<file path="src/rtl/sd_sector_arb.sv">
// sd_sector_arb: round-robin share of the user_io SD image channel
// between two sector requesters, with timeout, count and abort checks.
module sd_sector_arb #(
  parameter int TIMEOUT_W = 24
) (
  input  logic        clk_sys,
  input  logic        res_n_i,
  input  logic [1:0]  req_rd,
  input  logic [1:0]  req_wr,
  input  logic [31:0] req_lba0,
  input  logic [31:0] req_lba1,
  output logic [1:0]  req_done,
  output logic [1:0]  req_err,
  output logic [8:0]  req_buff_addr,
  output logic [7:0]  req_buff_dout,
  output logic [1:0]  req_buff_wr,
  output logic [1:0]  req_din_strobe,
  input  logic [7:0]  req_buff_din0,
  input  logic [7:0]  req_buff_din1,
  output logic [31:0] sd_lba,
  output logic        sd_rd,
  output logic        sd_wr,
  input  logic        sd_ack,
  input  logic [8:0]  sd_buff_addr,
  input  logic [7:0]  sd_buff_dout,
  input  logic        sd_buff_wr,
  input  logic        sd_din_strobe,
  output logic [7:0]  sd_buff_din,
  input  logic        img_mounted,
  output logic        busy,
  output logic        grant_id
);

  typedef enum logic [1:0] {
    IDLE, REQ, XFER, DONE
  } state_t;

  localparam logic [TIMEOUT_W-1:0] TMO_LAST =
    TIMEOUT_W'((1 << TIMEOUT_W) - 2);

  state_t state, state_d;

  logic                 last_grant;
  logic                 dir;
  logic                 abort;
  logic [9:0]           cnt;
  logic [TIMEOUT_W-1:0] tmo;

  logic gnt_d, done_d, err_d;
  logic pend0, pend1;
  logic fwd, strobe;

  assign pend0  = req_rd[0] | req_wr[0];
  assign pend1  = req_rd[1] | req_wr[1];
  assign fwd    = (state == REQ) | (state == XFER);
  assign strobe = dir ? sd_din_strobe : sd_buff_wr;

  always_ff @(posedge clk_sys or negedge res_n_i) begin
    if (!res_n_i) state <= IDLE;
    else          state <= state_d;
  end

  always_comb begin
    state_d = state;
    gnt_d   = grant_id;
    done_d  = 1'b0;
    err_d   = 1'b0;
    unique case (state)
      IDLE: begin
        if (pend0 | pend1) begin
          state_d = REQ;
          gnt_d   = (pend0 & pend1) ? ~last_grant : pend1;
        end
      end
      REQ: begin
        if (sd_ack) begin
          state_d = XFER;
        end else if ((tmo == TMO_LAST) | img_mounted) begin
          state_d = DONE;
          done_d  = 1'b1;
          err_d   = 1'b1;
        end
      end
      XFER: begin
        if (!sd_ack) begin
          state_d = DONE;
          done_d  = 1'b1;
          err_d   = abort | img_mounted | (cnt != 10'd512);
        end
      end
      DONE: state_d = IDLE;
      default: state_d = IDLE;
    endcase
  end

  always_ff @(posedge clk_sys or negedge res_n_i) begin
    if (!res_n_i) begin
      grant_id   <= 1'b0;
      last_grant <= 1'b1;
      sd_lba     <= '0;
      dir        <= 1'b0;
      abort      <= 1'b0;
      cnt        <= '0;
      tmo        <= '0;
      req_done   <= '0;
      req_err    <= '0;
    end else begin
      req_done <= {done_d & grant_id, done_d & ~grant_id};
      req_err  <= {err_d & grant_id, err_d & ~grant_id};
      if (state == IDLE && state_d == REQ) begin
        grant_id <= gnt_d;
        sd_lba   <= gnt_d ? req_lba1 : req_lba0;
        dir      <= req_wr[gnt_d] & ~req_rd[gnt_d];
        abort    <= 1'b0;
        cnt      <= '0;
        tmo      <= '0;
      end
      if (state == REQ) tmo <= tmo + 1'b1;
      if (state == XFER) begin
        // saturate one past a full sector so overruns stay visible
        if (strobe && cnt != 10'd513) cnt <= cnt + 10'd1;
        if (img_mounted) abort <= 1'b1;
      end
      if (state == DONE) last_grant <= grant_id;
    end
  end

  assign sd_rd          = (state == REQ) & ~dir;
  assign sd_wr          = (state == REQ) & dir;
  assign busy           = (state != IDLE);
  assign req_buff_addr  = sd_buff_addr;
  assign req_buff_dout  = sd_buff_dout;
  assign req_buff_wr    = {fwd & grant_id & sd_buff_wr,
                           fwd & ~grant_id & sd_buff_wr};
  assign req_din_strobe = {fwd & grant_id & sd_din_strobe,
                           fwd & ~grant_id & sd_din_strobe};
  assign sd_buff_din    = grant_id ? req_buff_din1 : req_buff_din0;

endmodule

</file>
<file path="config.mk">
export PLATFORM = sky130hd
export DESIGN_NAME = sd_sector_arb
export DESIGN_NICKNAME = d
export VERILOG_FILES = /design/src/rtl/sd_sector_arb.sv
export SDC_FILE = /design/constraint.sdc
export NUM_CORES = 1
export LEC_CHECK = 0
export ABC_AREA = 1
export CAP_MARGIN = 25
export CORE_ASPECT_RATIO = 1.1
export CORE_UTILIZATION = 28
export DETAILED_ROUTE_END_ITERATION = 12
export PLACE_DENSITY_LB_ADDON = 0.08
export SYNTH_ARGS = -nofsm -noshare
export SYNTH_HDL_FRONTEND = slang
export SYNTH_SLANG_ARGS = --single-unit
</file>
<file path="constraint.sdc">
create_clock -name clk_sys -period 2.11 [get_ports clk_sys]
set_input_delay 0.5275 -clock clk_sys [delete_from_list [all_inputs] [get_ports clk_sys]]
set_output_delay 0.5275 -clock clk_sys [all_outputs]
set_load 0.05 [all_outputs]
</file>
After elaboration in Yosys (flattened, before gate mapping)
Index checks and enable logic that the tools add are counted.
{"block": "totals", "regBits": 76, "latchBits": 0, "ram_bits": 0, "mem_bits_ro": 0, "inputBits": 107, "out_inout_bits": 69, "elab_cells": 79, "mem_count": 0}
{"block": "classes", "add_sub_neg": 2, "multipliers": 0, "div": 0, "order_cmp": 1, "eq_ne": 7, "shifts": 0, "mux": 29, "bitwise_logic": 25, "reduce_logical": 5}
{"cell": "24-bit two-way mux", "n": 2}
{"cell": "32-bit two-way mux", "n": 1}
{"cell": "10-bit two-way mux", "n": 3}
{"cell": "24-bit by 1-bit adder with 24-bit output, second input constant", "n": 1}
{"cell": "24-bit equality test, second input constant", "n": 1}
{"cell": "10-bit != test, second input constant", "n": 2}
{"cell": "1-bit two-way mux", "n": 15}
{"cell": "1-bit AND", "n": 14}
{"cell": "10-bit by 1-bit adder with 10-bit output, second input constant", "n": 1}
{"cell": "2-bit two-way mux", "n": 4}
{"cell": "8-bit two-way mux", "n": 1}
{"cell": "2-bit one-hot mux with 4 select lines", "n": 1}
{"cell": "1-bit bitwise OR", "n": 7}
{"cell": "2-bit by 1-bit equality test with 1-bit output, second input constant", "n": 2}
{"cell": "2-bit equality test, second input constant", "n": 2}
{"cell": "1-bit NOT", "n": 4}
{"cell": "1-bit one-hot mux with 2 select lines", "n": 2}
{"cell": "2-bit nonzero test", "n": 2}
{"cell": "1-bit logical AND", "n": 2}
{"cell": "2-bit logical NOT", "n": 1}
{"cell": "1-bit by 2-bit < comparator with 1-bit output, second input constant", "n": 1}

Depth between registers and ports, before layout
Gate-level depths: netlist of the first run.
{"block": "logic_depth", "word_depth": 10, "ltp_mapped": 17, "depth_no_buf": 15}

Worst setup path before layout of the first run
Ideal clock, no wire load.
{"block": "synth_timing", "path_type": "register -> register", "from": "register state[0]", "to": "register sd_lba[10]", "setup_time_ns": 0.130, "arrival_ns": 1.986, "path_slack_ns": -0.005, "path_stages_with_launch": 9, "period_less_slack_ns": 2.115, "cell_sequence": "dfrtp_1 inv_1 ha_1 inv_1 o21ai_0 nand2_2 buf_2 mux2i_1 o21ai_0"}
{"block": "synth_between", "elab_chain_cells": 5, "word_cells_on_any_way": 13, "classes_between": "eq/ne: 4; mux: 7; reduce/logical: 2"}
{"element": "from (decl)", "line_no": "41", "rtl": "state_t state, state_d;"}
{"element": "from (signal assigned)", "line_no": "60", "rtl": "else state <= state_d;"}
{"element": "2-bit two-way mux", "line_no": "78", "rtl": "end else if ((tmo == TMO_LAST) | img_mounted) begin"}
{"element": "2-bit two-way mux", "line_no": "76", "rtl": "if (sd_ack) begin"}
{"element": "2-bit one-hot mux with 4 select lines", "line_no": "68", "rtl": "unique case (state)"}
{"element": "2-bit by 1-bit equality test with 1-bit output", "line_no": "110", "rtl": "if (state == IDLE && state_d == REQ) begin"}
{"element": "1-bit logical AND", "line_no": "110"}
{"element": "to (signal assigned)", "line_no": "112", "rtl": "sd_lba <= gnt_d ? req_lba1 : req_lba0;"}
{"element": "to (decl)", "line_no": "20", "rtl": "output logic [31:0] sd_lba,"}
Parallel ways exist; a longest one is shown, timed or not.
A chain may end at the register's enable or synchronous reset.

Worst setup path in the final report of the first run
{"block": "layout_timing", "from": "register tmo[0]", "to": "register sd_lba[19]"}
{"block": "layout_between", "elab_chain_cells": 7}
{"element": "from (decl)", "line_no": "47", "rtl": "logic [TIMEOUT_W-1:0] tmo;"}
{"element": "from (signal assigned)", "line_no": "118", "rtl": "if (state == REQ) tmo <= tmo + 1'b1;"}
{"element": "24-bit equality test", "line_no": "78"}
{"element": "1-bit bitwise OR", "line_no": "78"}
{"element": "2-bit two-way mux", "line_no": "78"}
{"element": "2-bit two-way mux", "line_no": "76"}
{"element": "2-bit one-hot mux with 4 select lines", "line_no": "68"}
{"element": "via state_d[0]", "line_no": "41"}
{"element": "2-bit by 1-bit equality test with 1-bit output", "line_no": "110"}
{"element": "1-bit logical AND", "line_no": "110"}
The timed path passes the listed nets, and every way through them passes these cells.

==> results of run 1 <==
## layer usage
layer  GRT usage, %  vias up  wire (µm)
met5              0        -          0
met4          6.225        0        197
met3          4.882       13        823
met2          25.57      110       6784
met1          20.34     2014       6339
li1               -     2152          -
## flip-flops by register name, summed over array words and instances (netlist names)
name        cells
abort           1
cnt            10
dir             1
grant_id        1
last_grant      1
req_done        2
req_err         2
sd_lba         32
state           2
tmo            24
## power groups by stage
stage          sequential, µW  clock [µW]  combinational (µW)
2_1_floorplan            3420           0                2640
3_3_place_gp             2410           0                5740
3_5_place_dp             2410           0                5780
4_1_cts                  2400        1660                5910
5_1_grt                  2570        1710                7830
6_report                 2490        1600                7360
## final cells by class
class	instances	area share, %
inverter	50	2.631
tap	200	3.373
timing repair buffer	191	29.97
clock inverter	4	0.6408
sequential	76	25.67
multi-input combinational	401	34.27
clock buffer	12	3.457
## critical path, delay by kind of cell (launching register included)
family	cells	cell delay, ns
AND/OR/NAND/NOR	11	0.98
buffers and inverters	4	0.48
flip-flops	1	0.42
adder cells (fa/ha/maj)	1	0.14
AO/OA/AOI/OAI	1	0.05
## worst max-delay path by stage
stage	slack, ns	depth (start not counted)	from	endpoint
floorplan	0.02	5	state[1]	sd_rd
global placement	-0.28	10	req_rd[1]	tmo[1]
detailed placement	-0.29	10	req_rd[1]	tmo[1]
CTS	0.005	6	state[1]	sd_wr
global route	-0.20	17	tmo[0]	sd_lba[19]
finish	-0.07	17	tmo[0]	sd_lba[19]
## per-stage QoR
step / cell area (µm²) / power [µW] / TNS (ns) / hold WS (ns) / worst slack, ns
after detailed placement: 6335 / 8194 / -17.35 / 0.4727 / -0.2911
after floorplan: 4536 / 6062 / 0 / 0.2319 / 0.02160
after CTS: 6686 / 9967 / 0 / 0.1345 / 0.005345
final: 7420 / 11450 / -1.201 / 0.1294 / -0.07327
after global placement: 6335 / 8147 / -17.61 / 0.4658 / -0.2779
after global routing: 7420 / 12100 / -9.481 / 0.1552 / -0.2001
## synthesized netlist by cell type, drive strengths merged, types with 9 or more instances
master	count	area share (%)
dfrtp	75	41
nor3	9	0.99
o21ai	49	5.4
mux2i	32	7.1
nand2	161	14
or2	9	1.2
nor2	44	3.6
nand3	48	7.8
nand4	9	1.2
buf	31	4.8
inv	50	4.1
ha	10	2.8
## cell families (layout without fill, tap and decap cells)
kind of cell / after synthesis / count (layout) / synth area share, %
adders and majority gates: 10 / 10 / 2.762
DFF: 76 / 76 / 42.02
and+or+nand+nor: 284 / 286 / 29.20
AOI/OAI and AO/OA: 63 / 63 / 7.459
xor gates and xnor gates: 10 / 10 / 1.934
muxes: 32 / 32 / 7.072
buffers and inverters: 88 / 257 / 9.558
## repair_timing
action | in CTS | in global routing
setup buffers | 2 | 10
pin swaps | 1 | 11
resized for setup | 9 | 140
endpoints found under the setup margin | 5 | 74
gates cloned | 0 | 15
hold endpoints to repair | 0 | 0
==> summary.txt, run 1 <==
Setup path
  – Reg2Reg Capture Point: sd_lba[19]
  – CP arrival: around 2.4 ns
  – R2R setup slack: -0.07 ns
  – CP required: approximately 2.3 ns
  – Crit path top cell by count: nand2_2
  – RR Startpoint: tmo[0]
  – Worst Setup Path Type: register to register
  – Crit-path cells: inv_2 -> ha_4 -> inv_2 -> nor2_2 -> nand2_1 -> nor2_1 -> nand2_1 -> nand2_1 -> nand2_2 -> nand2_2 -> nand2_2 -> nand2_4 -> buf_12 -> nand3_4 -> clkbuf_16 -> nand2_2 -> o21ai_1
  – Crit path max fanout: 8
  – Slowest cell on crit path: dfrtp_1
  – Worst setup EP type: register
  – R2r worst-path depth: 17
  – Startpoint Class: register
  – Max incr delay on CP: around 0.42 ns

Routing
  – DRT iter0 DRCs: between 150 and 200
  – Antenna Nets Post-Route: 0
  – WL/cell: around 15 µm
  – First-pass DRT Iterations: 4
  – Routed WL: ~14000 µm
  – DR vias/cell: approximately 4.6
  – Drc violations: 0
  – Via count: approximately 4300

CTS
  – Clock Sinks: 76
  – Clock Latency Late Sink: 0.34 ns
  – CTS H-tree lvls: 3
  – Clk slew on worst S/H paths: 0.06 ns
  – CTS tree: done
  – Hold buffers post-CTS: 0
  – Longest Clk Path Bufs: 2
  – CTS buffer count: 9
  – Clock Tree Root: clkbuf_16

Layout
  – Commonest cells after routing, fill and taps aside: nand2_1, clkdlybuf4s50_1, dfrtp_1
  – Nets: 846
  – Commonest non-fill, non-tap cell in the layout: nand2_1
  – Final Non-Filler Cells: approximately 930
  – Filler Cell Count: 1523
  – Layout area overhead: 63.81%
  – Layout cell share with drive strength beyond 1: 28.34%
  – Register Area: between 1500 and 2000 µm²
  – Ant diodes: 0
  – Fin util: a little under half
  – Multi-input combinational cell area: 2542 µm²

Place
  – Port Buf Inserts: 141
  – Final RePlAce weighted congestion: approximately 0.75
  – Post-DP HPWL: approximately 9500 µm
  – Placed insts: 891

Power and ir drop
  – Maximum vdd ir drop: about 730 µV
  – Seq pwr share: a little over a fifth
  – Net Sw Frac: between 40% and 50%
  – Clk pwr share: between 10 and 15%
  – LEAKAGE: roughly 0.0036 µW
  – Comb pwr share: 64.2%
  – Power Dens Cells: about 1500 nW/µm²
  – P_int: roughly 6100 µW
  – P_sw: around 5300 µW

STA
  – RSZ-0062 raised after global routing: yes
  – Final Hold Fails: 0
  – Pins over their slew limit: 0
  – Setup-failing EPs final: 39
  – Clock skew: 0.008244 ns
  – Relative slew slack: approximately 64%
  – Worst-margin pin slew: between 0.5 and 0.6 ns
  – Fmax achieved: between 400 and 500 MHz
  – Min Tclk post-route: approximately 2.2 ns
  – Final period util: 103.5%
  – Setup ws final: -0.07327 ns

Floorplanning
  – DIE AREA: 16690 µm²
  – Core ar.: around 16000 µm²
  – Starting Density: roughly 29%
  – Die span in x: around 120 µm
  – IO Pins: roughly 180
  – Core Rows: 48
  – Die Y-Extent: 135.4 µm

Yosys
  – Post-synthesis sequential area ratio: approximately 42%
  – Synth async-reset ratio: between 90% and 100%
  – Mapped Cells: 563
  – Mapped Area: approximately 4500 µm²
  – Post-synth EDFFs: 0
  – Post-synth cell types: 34
  – Synth Net Count: 680
  – Ys Warns: 0
  – Most used DFF post-synth: dfrtp_1
  – Synthesized flop and latch total: 76
  – Synthesized area per cell: ~8 µm²

Job
  – Max Cap Viol: 0

Global routing
  – First-pass GRT wire length: ~21000 µm
  – Grt ovf: 0
  – Largest net degree at the start of global routing: 35
  – Initial antenna violation count: 0
  – Vias in the first global route: about 4200
  – Total GRT Usage: 16.10%

Outcome
  – Failing checks: negative setup slack
  – Status: finished, violations left

Hold path
  – Min-delay worst type: input pin to asynchronous set/reset pin
(Power assumes the default switching activity.)
==> run 2, diff against run 1 <==
--- a/config.mk
+++ b/config.mk
@@ -10,6 +10,7 @@
 export CORE_ASPECT_RATIO = 1.1
 export CORE_UTILIZATION = 28
 export DETAILED_ROUTE_END_ITERATION = 12
+export DONT_BUFFER_PORTS = 1
 export PLACE_DENSITY_LB_ADDON = 0.08
 export SYNTH_ARGS = -nofsm -noshare
 export SYNTH_HDL_FRONTEND = slang
==> run 2 against run 1 <==
Net effect: the run ends with negative hold slack left; routed wire length is 18% lower; non-clock buffer count decreased by 137; utilization is 12 points lower; register-to-register slack better by 0.17 ns; count of clock-buffer cells in the layout shrank 3; worst setup slack improved by 0.14 ns; critical path type is now register to primary output.
==> summary.txt, run 2 (synthesized netlist as in run 1, its figures left out) <==
Global routing
  – First-pass GRT wire length: around 18000 µm
  – Initial antenna violation count: 0
  – Vias in the first global route: between 3000 and 4000
  – Grt ovf: 0
  – Largest net degree at the start of global routing: 77
  – Total GRT Usage: between 10% and 20%

Layout
  – Ant diodes: 0
  – Top reg by flops: sd_lba
  – Filler Cell Count: roughly 1700
  – Layout area overhead: 23.31%
  – Commonest cells after routing, fill and taps aside: nand2_1, dfrtp_1, inv_1
  – Register Area: 1906 µm²
  – Largest regs: sd_lba (32), tmo (24), cnt (10)
  – Fin util: 35.50%
  – Commonest non-fill, non-tap cell in the layout: nand2_1
  – Nets: 707
  – Layout cell share with drive strength beyond 1: between 20 and 25%
  – Multi-input combinational cell area: ~2300 µm²
  – Max reg flops: 32

STA
  – Final hold slack: -0.1208 ns
  – Min Tclk post-route: approximately 2 ns
  – Setup ws final: 0.06983 ns
  – Worst-margin pin slew: slightly above 0.5 ns
  – Clock skew: between 0.009 and 0.01 ns
  – Pins over their slew limit: 0
  – Setup-failing EPs final: 0
  – RSZ-0062 raised after global routing: yes
  – Final Hold Fails: 75
  – Final period util: between 90% and 100%
  – Relative slew slack: 65.51%
  – Fmax achieved: 490.2 MHz

Floorplanning
  – Core Rows: 48
  – Starting Density: 28.78%
  – Die Y-Extent: approximately 140 µm
  – DIE AREA: about 17000 µm²
  – Die span in x: 123.3 µm
  – Core ar.: 15740 µm²
  – IO Pins: ~180

CTS
  – Clock Latency Late Sink: ~0.34 ns
  – CTS H-tree lvls: 3
  – Clk slew on worst S/H paths: roughly 0.06 ns
  – CTS tree: done
  – CTS buffer count: 9
  – Clock Tree Root: clkbuf_16
  – Clock Sinks: 76
  – Longest Clk Path Bufs: 2

Power and ir drop
  – Final Power: 9371 µW
  – LEAKAGE: around 0.0028 µW
  – Maximum vdd ir drop: 644.0 µV
  – Power Dens Cells: ~1700 nW/µm²

Routing
  – DR vias/cell: between 4 and 5
  – Antenna Nets Post-Route: 0
  – Via count: 3699
  – Routed WL: approximately 12000 µm
  – DRT iter0 DRCs: approximately 150
  – First-pass DRT Iterations: 4
  – WL/cell: between 10 and 15 µm
  – Drc violations: 0

Setup path
  – Max incr delay on CP: 0.40 ns
  – Worst setup EP type: primary output
  – Crit path top cell by count: buf_12
  – CP arrival: approximately 1.5 ns
  – Delay-heaviest family, CP: buffers and inverters
  – Startpoint Class: register
  – Slowest cell on crit path: dfrtp_1
  – Crit-path cells: buf_4 -> ha_2 -> buf_12 -> nand2_1 -> inv_1 -> buf_12
  – Buf+Inv Stages, Crit Path: 4
  – CP required: 1.58 ns
  – Crit path max fanout: 19
  – Worst Setup Path Type: register to primary output

Place
  – Final RePlAce weighted congestion: between 0.7 and 0.8
  – Post-DP HPWL: about 8000 µm
  – Port Buf Inserts: 0
  – Post-Place Setup Slack: ~0.13 ns

Hold path
  – Min-delay worst type: input pin to asynchronous set/reset pin

Job
  – Max Cap Viol: 0

Outcome
  – Failing checks: negative hold slack
  – Status: finished, violations left
run 2: cell count changes in the layout (fill, tap and decap cells not counted), sizes merged:
cell,change
clkinv,-1
bufinv,+1
clkbuf,-8
dlymetal6s2s,-12
inv,+3
buf,-18
nand3,-2
clkdlybuf4s50,-102
run 2: worst register-to-register path, cell delays in order (launching register included):
cell and delay, ns:
dfrtp_1 0.40, inv_1 0.15, ha_1 0.20, inv_1 0.07
or2_2 0.30, nand2_2 0.09, nand2_2 0.06, nand2_4 0.08
nand3_4 0.10, buf_12 0.17, clkbuf_16 0.16, nand2_2 0.05
o21ai_1 0.06
run 2: layout make-up:
cell class	count	share of cell area (%)
Sequential cell	76	34.12
Timing Repair Buffer	54	11.60
Inverter	50	3.427
Clock buffer	9	4.032
Multi-Input combinational cell	399	40.59
Tap cell	200	4.480
Clock inverter	7	1.747
run 2: timing repair:
action	in CTS	in global routing
endpoints found under the hold margin	75	75
resized for setup	1	37
cloned	0	6
setup endpoints to repair	5	65
pin swaps	0	3
buffers inserted	3	4
run 2: worst paths after layout:
kind | start | to | slack (ns) | cells past startpoint
setup / recovery | state[0] | sd_wr | 0.07 | 6
min in group clk_sys | img_mounted | abort | 0.39 | 2
hold / removal | res_n_i | tmo[8] | -0.12 | 0
hold reg to reg | abort | abort | 0.49 | 2
setup reg to reg | state[0] | sd_lba[11] | 0.10 | 12
max in group asynchronous | res_n_i | last_grant | 2.01 | 0
run 2: per-stage QoR:
step | setup TNS, ns | cell area (µm²) | std cells
4_1_cts | 0 | 5348 | 785
5_1_grt | -0.6418 | 5585 | 795
6_report | 0 | 5585 | 795
3_3_place_gp | 0 | 4999 | 766
3_5_place_dp | 0 | 4999 | 766
2_1_floorplan | 0 | 4536 | 563
run 2: power by group:
part           internal, µW  total, µW  switching, µW  leakage (µW)
Combinational          1830       4250           2420       0.00163
Sequential             1970       3440           1470      0.000992
Clock                  1040       1680            639      0.000152
run 2: routing by layer:
layer  track usage (%)  vias up  share of wire (%)
li1                  -     1861                  -
met1             17.90     1695                 46
met2             21.76      131                 46
met3             3.620       12                6.6
met4             6.024        0                1.6
met5                 0        -                  0
